## src/rtl/countdown_timer_if.sv

```systemverilog
// Control strobes, preset digits and display/status outputs of the MM:SS countdown timer.
// Every control input is a one-cycle strobe sampled on the clock edge; there is no valid/ready pair.
interface countdown_timer_if;
  logic       tick;
  logic       load;
  logic       start;
  logic       stop;
  logic [3:0] set_m1;
  logic [3:0] set_m0;
  logic [3:0] set_s1;
  logic [3:0] set_s0;
  logic [3:0] m1;
  logic [3:0] m0;
  logic [3:0] s1;
  logic [3:0] s0;
  logic       running;
  logic       done;
  logic       done_pulse;
  logic [1:0] fsm_state;

  modport master (
    output tick, load, start, stop,
    output set_m1, set_m0, set_s1, set_s0,
    input  m1, m0, s1, s0,
    input  running, done, done_pulse, fsm_state
  );

  modport slave (
    input  tick, load, start, stop,
    input  set_m1, set_m0, set_s1, set_s0,
    output m1, m0, s1, s0,
    output running, done, done_pulse, fsm_state
  );
endinterface

```

## src/rtl/countdown_timer.sv

```systemverilog
// Four-digit BCD MM:SS countdown timer with borrow-chain decrement, pause, expiry flag
// and optional auto-reload of the last preset.
module countdown_timer #(
  parameter bit AUTO_RELOAD = 1'b0
) (
  input  logic        clk,
  input  logic        reset,
  countdown_timer_if.slave bus
);

  typedef enum logic [1:0] {
    IDLE  = 2'd0,
    RUN   = 2'd1,
    PAUSE = 2'd2,
    DONE  = 2'd3
  } state_t;

  state_t      state;
  state_t      state_nxt;
  logic [15:0] digits;      // {m1, m0, s1, s0}
  logic [15:0] digits_nxt;
  logic [15:0] preset;
  logic [15:0] preset_nxt;
  logic        pulse_q;
  logic        pulse_nxt;

  logic [15:0] clamped;
  logic [15:0] dec_val;
  logic        b_s0;
  logic        b_s1;
  logic        b_m0;

  logic        do_load;
  logic        do_stop;
  logic        do_start;
  logic        do_tick;
  logic        digits_zero;
  logic        expire;
  logic        reload_ok;

  // Preset clamping: out-of-range BCD digits saturate to the largest legal digit.
  always_comb begin
    clamped[15:12] = (bus.set_m1 > 4'd9) ? 4'd9 : bus.set_m1;
    clamped[11:8]  = (bus.set_m0 > 4'd9) ? 4'd9 : bus.set_m0;
    clamped[7:4]   = (bus.set_s1 > 4'd5) ? 4'd5 : bus.set_s1;
    clamped[3:0]   = (bus.set_s0 > 4'd9) ? 4'd9 : bus.set_s0;
  end

  // Borrow chain: each digit only moves when everything below it wrapped.
  always_comb begin
    b_s0 = (digits[3:0] == 4'd0);
    b_s1 = b_s0 && (digits[7:4] == 4'd0);
    b_m0 = b_s1 && (digits[11:8] == 4'd0);

    dec_val[3:0] = b_s0 ? 4'd9 : (digits[3:0] - 4'd1);

    if (!b_s0)
      dec_val[7:4] = digits[7:4];
    else if (digits[7:4] == 4'd0)
      dec_val[7:4] = 4'd5;
    else
      dec_val[7:4] = digits[7:4] - 4'd1;

    if (!b_s1)
      dec_val[11:8] = digits[11:8];
    else if (digits[11:8] == 4'd0)
      dec_val[11:8] = 4'd9;
    else
      dec_val[11:8] = digits[11:8] - 4'd1;

    dec_val[15:12] = b_m0 ? (digits[15:12] - 4'd1) : digits[15:12];
  end

  // Command decode in priority order: load > stop > start > tick.
  always_comb begin
    do_load     = bus.load;
    do_stop     = !bus.load && bus.stop;
    do_start    = !bus.load && !bus.stop && bus.start &&
                  ((state == IDLE) || (state == PAUSE));
    do_tick     = !bus.load && !bus.stop && bus.tick && (state == RUN);
    digits_zero = (digits == 16'h0000);
    expire      = do_tick && (dec_val == 16'h0000);
    reload_ok   = AUTO_RELOAD && (preset != 16'h0000);
  end

  // State register
  always_ff @(posedge clk) begin
    if (reset)
      state <= IDLE;
    else
      state <= state_nxt;
  end

  // Next-state logic
  always_comb begin
    state_nxt = state;
    if (do_load)
      state_nxt = IDLE;
    else if (do_stop) begin
      if (state == RUN)
        state_nxt = PAUSE;
    end
    else if (do_start)
      state_nxt = digits_zero ? DONE : RUN;
    else if (expire)
      state_nxt = reload_ok ? RUN : DONE;
  end

  // Datapath / output next values
  always_comb begin
    digits_nxt = digits;
    preset_nxt = preset;
    pulse_nxt  = 1'b0;
    if (do_load) begin
      digits_nxt = clamped;
      preset_nxt = clamped;
    end
    else if (do_start) begin
      pulse_nxt = digits_zero;
    end
    else if (expire) begin
      // With auto-reload the 0000 value is skipped and the preset appears directly.
      digits_nxt = reload_ok ? preset : 16'h0000;
      pulse_nxt  = 1'b1;
    end
    else if (do_tick) begin
      digits_nxt = dec_val;
    end
  end

  always_ff @(posedge clk) begin
    if (reset) begin
      digits  <= 16'h0000;
      preset  <= 16'h0000;
      pulse_q <= 1'b0;
    end
    else begin
      digits  <= digits_nxt;
      preset  <= preset_nxt;
      pulse_q <= pulse_nxt;
    end
  end

  assign bus.m1         = digits[15:12];
  assign bus.m0         = digits[11:8];
  assign bus.s1         = digits[7:4];
  assign bus.s0         = digits[3:0];
  assign bus.running    = (state == RUN);
  assign bus.done       = (state == DONE);
  assign bus.done_pulse = pulse_q;
  assign bus.fsm_state  = state;

  // Digits always hold legal BCD; RUN never sits at 00:00.
  assert property (@(posedge clk) disable iff (reset)
    (digits[3:0] <= 4'd9) && (digits[7:4] <= 4'd5) &&
    (digits[11:8] <= 4'd9) && (digits[15:12] <= 4'd9));
  assert property (@(posedge clk) disable iff (reset)
    (state == RUN) |-> (digits != 16'h0000));

endmodule

```

## src/flat_wrapper.sv

```systemverilog
// flat-port wrapper written by rule: the top's interface ports become plain ports
module countdown_timer_flat 
#(
  parameter bit AUTO_RELOAD = 1'b0
)
  (clk, reset, bus_tick, bus_load, bus_start, bus_stop, bus_set_m1, bus_set_m0, bus_set_s1, bus_set_s0, bus_m1, bus_m0, bus_s1, bus_s0, bus_running, bus_done, bus_done_pulse, bus_fsm_state);
  countdown_timer_if bus_i ();
  input  logic clk;
  input  logic reset;
  input wire logic [$bits(bus_i.tick)-1:0] bus_tick;
  input wire logic [$bits(bus_i.load)-1:0] bus_load;
  input wire logic [$bits(bus_i.start)-1:0] bus_start;
  input wire logic [$bits(bus_i.stop)-1:0] bus_stop;
  input wire logic [$bits(bus_i.set_m1)-1:0] bus_set_m1;
  input wire logic [$bits(bus_i.set_m0)-1:0] bus_set_m0;
  input wire logic [$bits(bus_i.set_s1)-1:0] bus_set_s1;
  input wire logic [$bits(bus_i.set_s0)-1:0] bus_set_s0;
  output wire logic [$bits(bus_i.m1)-1:0] bus_m1;
  output wire logic [$bits(bus_i.m0)-1:0] bus_m0;
  output wire logic [$bits(bus_i.s1)-1:0] bus_s1;
  output wire logic [$bits(bus_i.s0)-1:0] bus_s0;
  output wire logic [$bits(bus_i.running)-1:0] bus_running;
  output wire logic [$bits(bus_i.done)-1:0] bus_done;
  output wire logic [$bits(bus_i.done_pulse)-1:0] bus_done_pulse;
  output wire logic [$bits(bus_i.fsm_state)-1:0] bus_fsm_state;
  assign bus_i.tick = bus_tick;
  assign bus_i.load = bus_load;
  assign bus_i.start = bus_start;
  assign bus_i.stop = bus_stop;
  assign bus_i.set_m1 = bus_set_m1;
  assign bus_i.set_m0 = bus_set_m0;
  assign bus_i.set_s1 = bus_set_s1;
  assign bus_i.set_s0 = bus_set_s0;
  assign bus_m1 = bus_i.m1;
  assign bus_m0 = bus_i.m0;
  assign bus_s1 = bus_i.s1;
  assign bus_s0 = bus_i.s0;
  assign bus_running = bus_i.running;
  assign bus_done = bus_i.done;
  assign bus_done_pulse = bus_i.done_pulse;
  assign bus_fsm_state = bus_i.fsm_state;
  countdown_timer #(.AUTO_RELOAD(AUTO_RELOAD)) u_core (.clk(clk), .reset(reset), .bus(bus_i));
endmodule
```

## config.mk

```make
export PLATFORM = sky130hd
export DESIGN_NAME = countdown_timer_flat
export DESIGN_NICKNAME = d
export VERILOG_FILES = /design/src/rtl/countdown_timer_if.sv /design/src/rtl/countdown_timer.sv /design/src/flat_wrapper.sv
export SDC_FILE = /design/constraint.sdc
export NUM_CORES = 1
export LEC_CHECK = 0
export CAP_MARGIN = 20
export CORE_MARGIN = 5
export CORE_UTILIZATION = 30
export CTS_CLUSTER_DIAMETER = 150
export CTS_CLUSTER_SIZE = 16
export DETAILED_ROUTE_END_ITERATION = 16
export GPL_ROUTABILITY_DRIVEN = 1
export PLACE_DENSITY = 0.6
export SLEW_MARGIN = 20
export SYNTH_ARGS = -nofsm -noshare
export SYNTH_HDL_FRONTEND = slang
export SYNTH_SLANG_ARGS = --single-unit
```

## constraint.sdc

```tcl
create_clock -name clk -period 2.7 [get_ports clk]
set_clock_uncertainty 0.1 [all_clocks]
set_input_delay 0.27 -clock clk [delete_from_list [all_inputs] [get_ports clk]]
set_output_delay 0.27 -clock clk [all_outputs]
set_load 0.01 [all_outputs]
```

Word-level counts from Yosys, hierarchy flattened --
Cells that the tools add are included.
Storage, ports and cells: flip-flop bits (word level) 19, output and inout bits 21, word-level logic and storage cells 60
Operators by class: $add $sub $neg 4, magnitude comparators 4, equal/unequal tests 5, mux-type cells 21, reductions and logical operators 23
Operator list (count):
- $mux 16 | 4
- $mux 4 | 10
- $logic_not 16->1 | 2
- $sub 4x1->4 const B | 4
- $gt 4x4->1 const B | 3
- $logic_not 4->1 | 3
- $mux 2 | 5
- $logic_and 1x1->1 | 9
- $reduce_bool 3->1 | 2
- $eq 2x2->1 const B | 2
- $gt 4x3->1 const B | 1
- $ne 2x2->1 const B | 2
- $reduce_and 2->1 | 2
- $eq 2x1->1 const B | 1
- $logic_not 1->1 | 2
- $logic_not 2->1 | 1
- $mux 1 | 2
- $reduce_or 2->1 | 1
- $logic_or 1x1->1 | 1

Longest topological paths before layout --
word-level depth 9, gate-level depth with buffers 7

Worst setup path after synthesis --
OpenSTA, ideal clock, no wires.
path kind register -> register, start reg u_core.digits[2], end reg u_core.state[1] (netlist: u_core.bus.fsm_state[1]), data arrival time 2.027 ns, required time 2.475 ns, slack 0.448 ns, cell stages (with the launch flop) 7, path buffers 1, clock period less this slack 2.252 ns, cell sequence dfxtp_1 buf_6 or4_4 or4_2 nand3_1 o41a_1 a21oi_2
On the way: cells in the longest elaborated chain, start to end 8
Ends and longest elaborated chain:
- from (decl) | line countdown_timer.sv:20 | logic [15:0] digits;
- from (signal assigned) | line countdown_timer.sv:138 | digits <= digits_nxt;
- parallel branches: the longest is 8 deep, another holds $sub 4x1->4
- to (signal assigned) | line countdown_timer.sv:91 | state <= state_nxt;
- to (decl) | line countdown_timer.sv:18 | state_t state;
Several ways; the timed one is not identified. A chain may end at the register's enable or synchronous reset.

Final worst setup path --
Ends and elaborated chain as after synthesis.

==> results.sh <==
export IMPL_viasPerCell=5.231
export IMPL_row_count=23
export IMPL_yosys_mux_area_fraction=0.03306
export IMPL_htreeDepth=1
export IMPL_ys_top_cells_by_count="19 x dfxtp_1, 17 x nor2_1, 8 x inv_1"
export IMPL_synth_compound_area_frac=0.2107
export IMPL_path_buf_inv=0
export IMPL_setup_violations=0
export IMPL_synth_top_cell_area_share=0.3140
export IMPL_fin_ws_ns=0.3456
export IMPL_hold_buffers=0
export IMPL_post_dp_cell_area_mm2=0.001692
export IMPL_syn_area_mm2=0.001211
export IMPL_cts_root_buf="clkbuf_8"
export IMPL_path_clk_slew_ns=0.07
export IMPL_numCtsBuffers=3
export IMPL_wire_per_inst_um=15.15
export IMPL_die_x_um=73.54
export IMPL_synth_fp_nets=168
export IMPL_yosysSeqAreaShare=0.3140
export IMPL_synth_seq_cells=19
export IMPL_fp_dieH_um=73.54
export IMPL_postSynth_asyncResetShare=0
export IMPL_routed_wl_um=3606
export IMPL_crit_type="flip-flop to flip-flop"
export IMPL_worst_pin_slew_ns=0.5006
export IMPL_status="complete, no violations"
export IMPL_antenna_left=0
export IMPL_place_congestion=0.8089
export IMPL_diodes=0
export IMPL_grt_pass1_vias=1211
export IMPL_finalMaxSlewViolations=0
export IMPL_die_area_mm2=0.005408
export IMPL_critPathLaunchType="flip-flop"
export IMPL_cts_tree="built"
export IMPL_io_pins=43
export IMPL_clk_path_buf_depth=2
export IMPL_post_cts_buffers=0
export IMPL_synth_largest_area_cell="dfxtp_1"
export IMPL_period_share=0.8720
export IMPL_hold_viol=0
export IMPL_p_leak_nw=0.6169
export IMPL_hp_class="flip-flop to flip-flop"
export IMPL_drc=0
export IMPL_synth_edf_count=0
export IMPL_cts_resized=0
export IMPL_min_period_ns=2.354
export IMPL_final_util=0.4373
export IMPL_final_cell_area_mm2=0.001737
export IMPL_hpwl_um=2812
export IMPL_fmax_mhz=424.7
export IMPL_synth_xor_area_share=0.05785
export IMPL_crit_start="u_core.digits[2]"
export IMPL_end_kind="flip-flop"
export IMPL_synth_top_family_by_area="simple AND/OR/NAND/NOR gates"
export IMPL_critPathTopFamily="simple AND/OR/NAND/NOR gates"
export IMPL_vias=1245
export IMPL_grt_overflow=0
export IMPL_crit_chain="or4_4, or3_1, xnor2_1, o41a_1, a21oi_2"
export IMPL_dp_slack_ns=0.2980
export IMPL_drive_gt1_frac=0.1064
export IMPL_clock_latency_ns=0.27
export IMPL_grt_usage=0.1390
export IMPL_start_util=0.3050
export IMPL_grt_max_degree=13
export IMPL_required_ns=2.81
export IMPL_synthAdderAreaFrac=0.02066
export IMPL_hp_start="u_core.digits[7]"
export IMPL_ir_worst_vdd_mv=0.1937
export IMPL_ys_warn_count=0
export IMPL_syn_inst=144
export IMPL_r2r_start="u_core.digits[2]"
export IMPL_critPathArrivalTime_ns=2.46
export IMPL_cp_max_fo=10
export IMPL_post_synth_num_cell_types=47
export IMPL_critPathSlowestCell="or4_4"
export IMPL_maxCapViolCount=0
export IMPL_synth_avg_cell_area_um2=8.411
export IMPL_synthFlopType="dfxtp_1"
export IMPL_clock_sinks=19
export IMPL_drtIter0Drc=83
export IMPL_synth_most_common_cell="dfxtp_1"
export IMPL_area_growth_syn_to_layout_pct=43.39
export IMPL_power_density_mw_per_mm2=403.1
export IMPL_io_buffers=42
export IMPL_synth_simple_area_share=0.2872
export IMPL_layout_nets=213
export IMPL_rsz0062_at_grt="no"
export IMPL_antenna_found_initial=0
export IMPL_relSlewSlack=0.6577
export IMPL_ys_top_cells_by_area="dfxtp_1 31%, nor2_1 5.3%, xnor2_1 5.1%"
export IMPL_max_stage_delay_ns=0.61
export IMPL_firstDrtPassIters=4
export IMPL_grt_pass1_wl_um=5809
export IMPL_core_mm2=0.003971
export IMPL_final_setup_tns_ns=0
==> area by class of cell <==
type                            instances  area, um2
Inverter                                8      30.03
Multi-Input combinational cell        107      738.2
Tap cell                               50      62.56
Sequential cell                        19      380.4
Clock buffer                            4      45.04
Timing Repair Buffer                   50      480.5
Fill cell                             409       2235
==> cells in the final DEF (no fill, tap or decap), drive strengths merged, types with 7 or more instances in the layout <==
| cell | instances |
|---|---|
| clkdlybuf4s50 | 42 |
| buf | 8 |
| inv | 8 |
| dfxtp | 19 |
| nor2 | 17 |
| xnor2 | 7 |
| a21oi | 8 |
==> report_power, final <==
group / internal, mW / switching [mW] / leakage [nW]
registers: 0.295 / 0.0212 / 0.156
logic: 0.0957 / 0.0806 / 0.438
clock network: 0.105 / 0.102 / 0.0228
total: 0.496 / 0.204 / 0.617
==> metal layers <==
| metal | wire length (um) | GRT usage |
|---|---|---|
| met3 | 168 | 0.03146 |
| met4 | 67 | 0.06640 |
| met1 | 1612 | 0.1734 |
| met2 | 1758 | 0.2244 |
| met5 | 0 | 0 |
==> per-stage QoR <==
stage,power (mW),hold WS (ns),cells
global placement,0.4954,0.3804,234
CTS,0.7066,0.3859,238
detailed placement,0.4990,0.3758,234
finish,0.7000,0.3834,238
global route,0.7332,0.4279,238
floorplan,0.4144,0.2843,144
==> state kept, by name, indices dropped and copies added (netlist names) <==
signal / cells
u_core.digits: 16
u_core.bus.fsm_state: 2
u_core.bus.done_pulse: 1
==> worst paths after layout <==
path / endpoint / slack [ns] / depth (start not counted)
max: u_core.bus.fsm_state[1] / 0.35 / 5
min: u_core.digits[7] / 0.38 / 1
max reg2reg: u_core.bus.fsm_state[1] / 0.35 / 5
min reg2reg: u_core.digits[7] / 0.38 / 1
==> kinds of logic (layout without fill, tap and decap cells) <==
group	count (synthesis)	in the layout
XOR/XNOR	8	8
multiplexers	4	4
adder cells (fa/ha/maj)	2	2
AND/OR/NAND/NOR	57	57
AO/OA/AOI/OAI	36	36
buffers and inverters	18	62
flip-flops	19	19
Power figures use the tool's default switching activity.
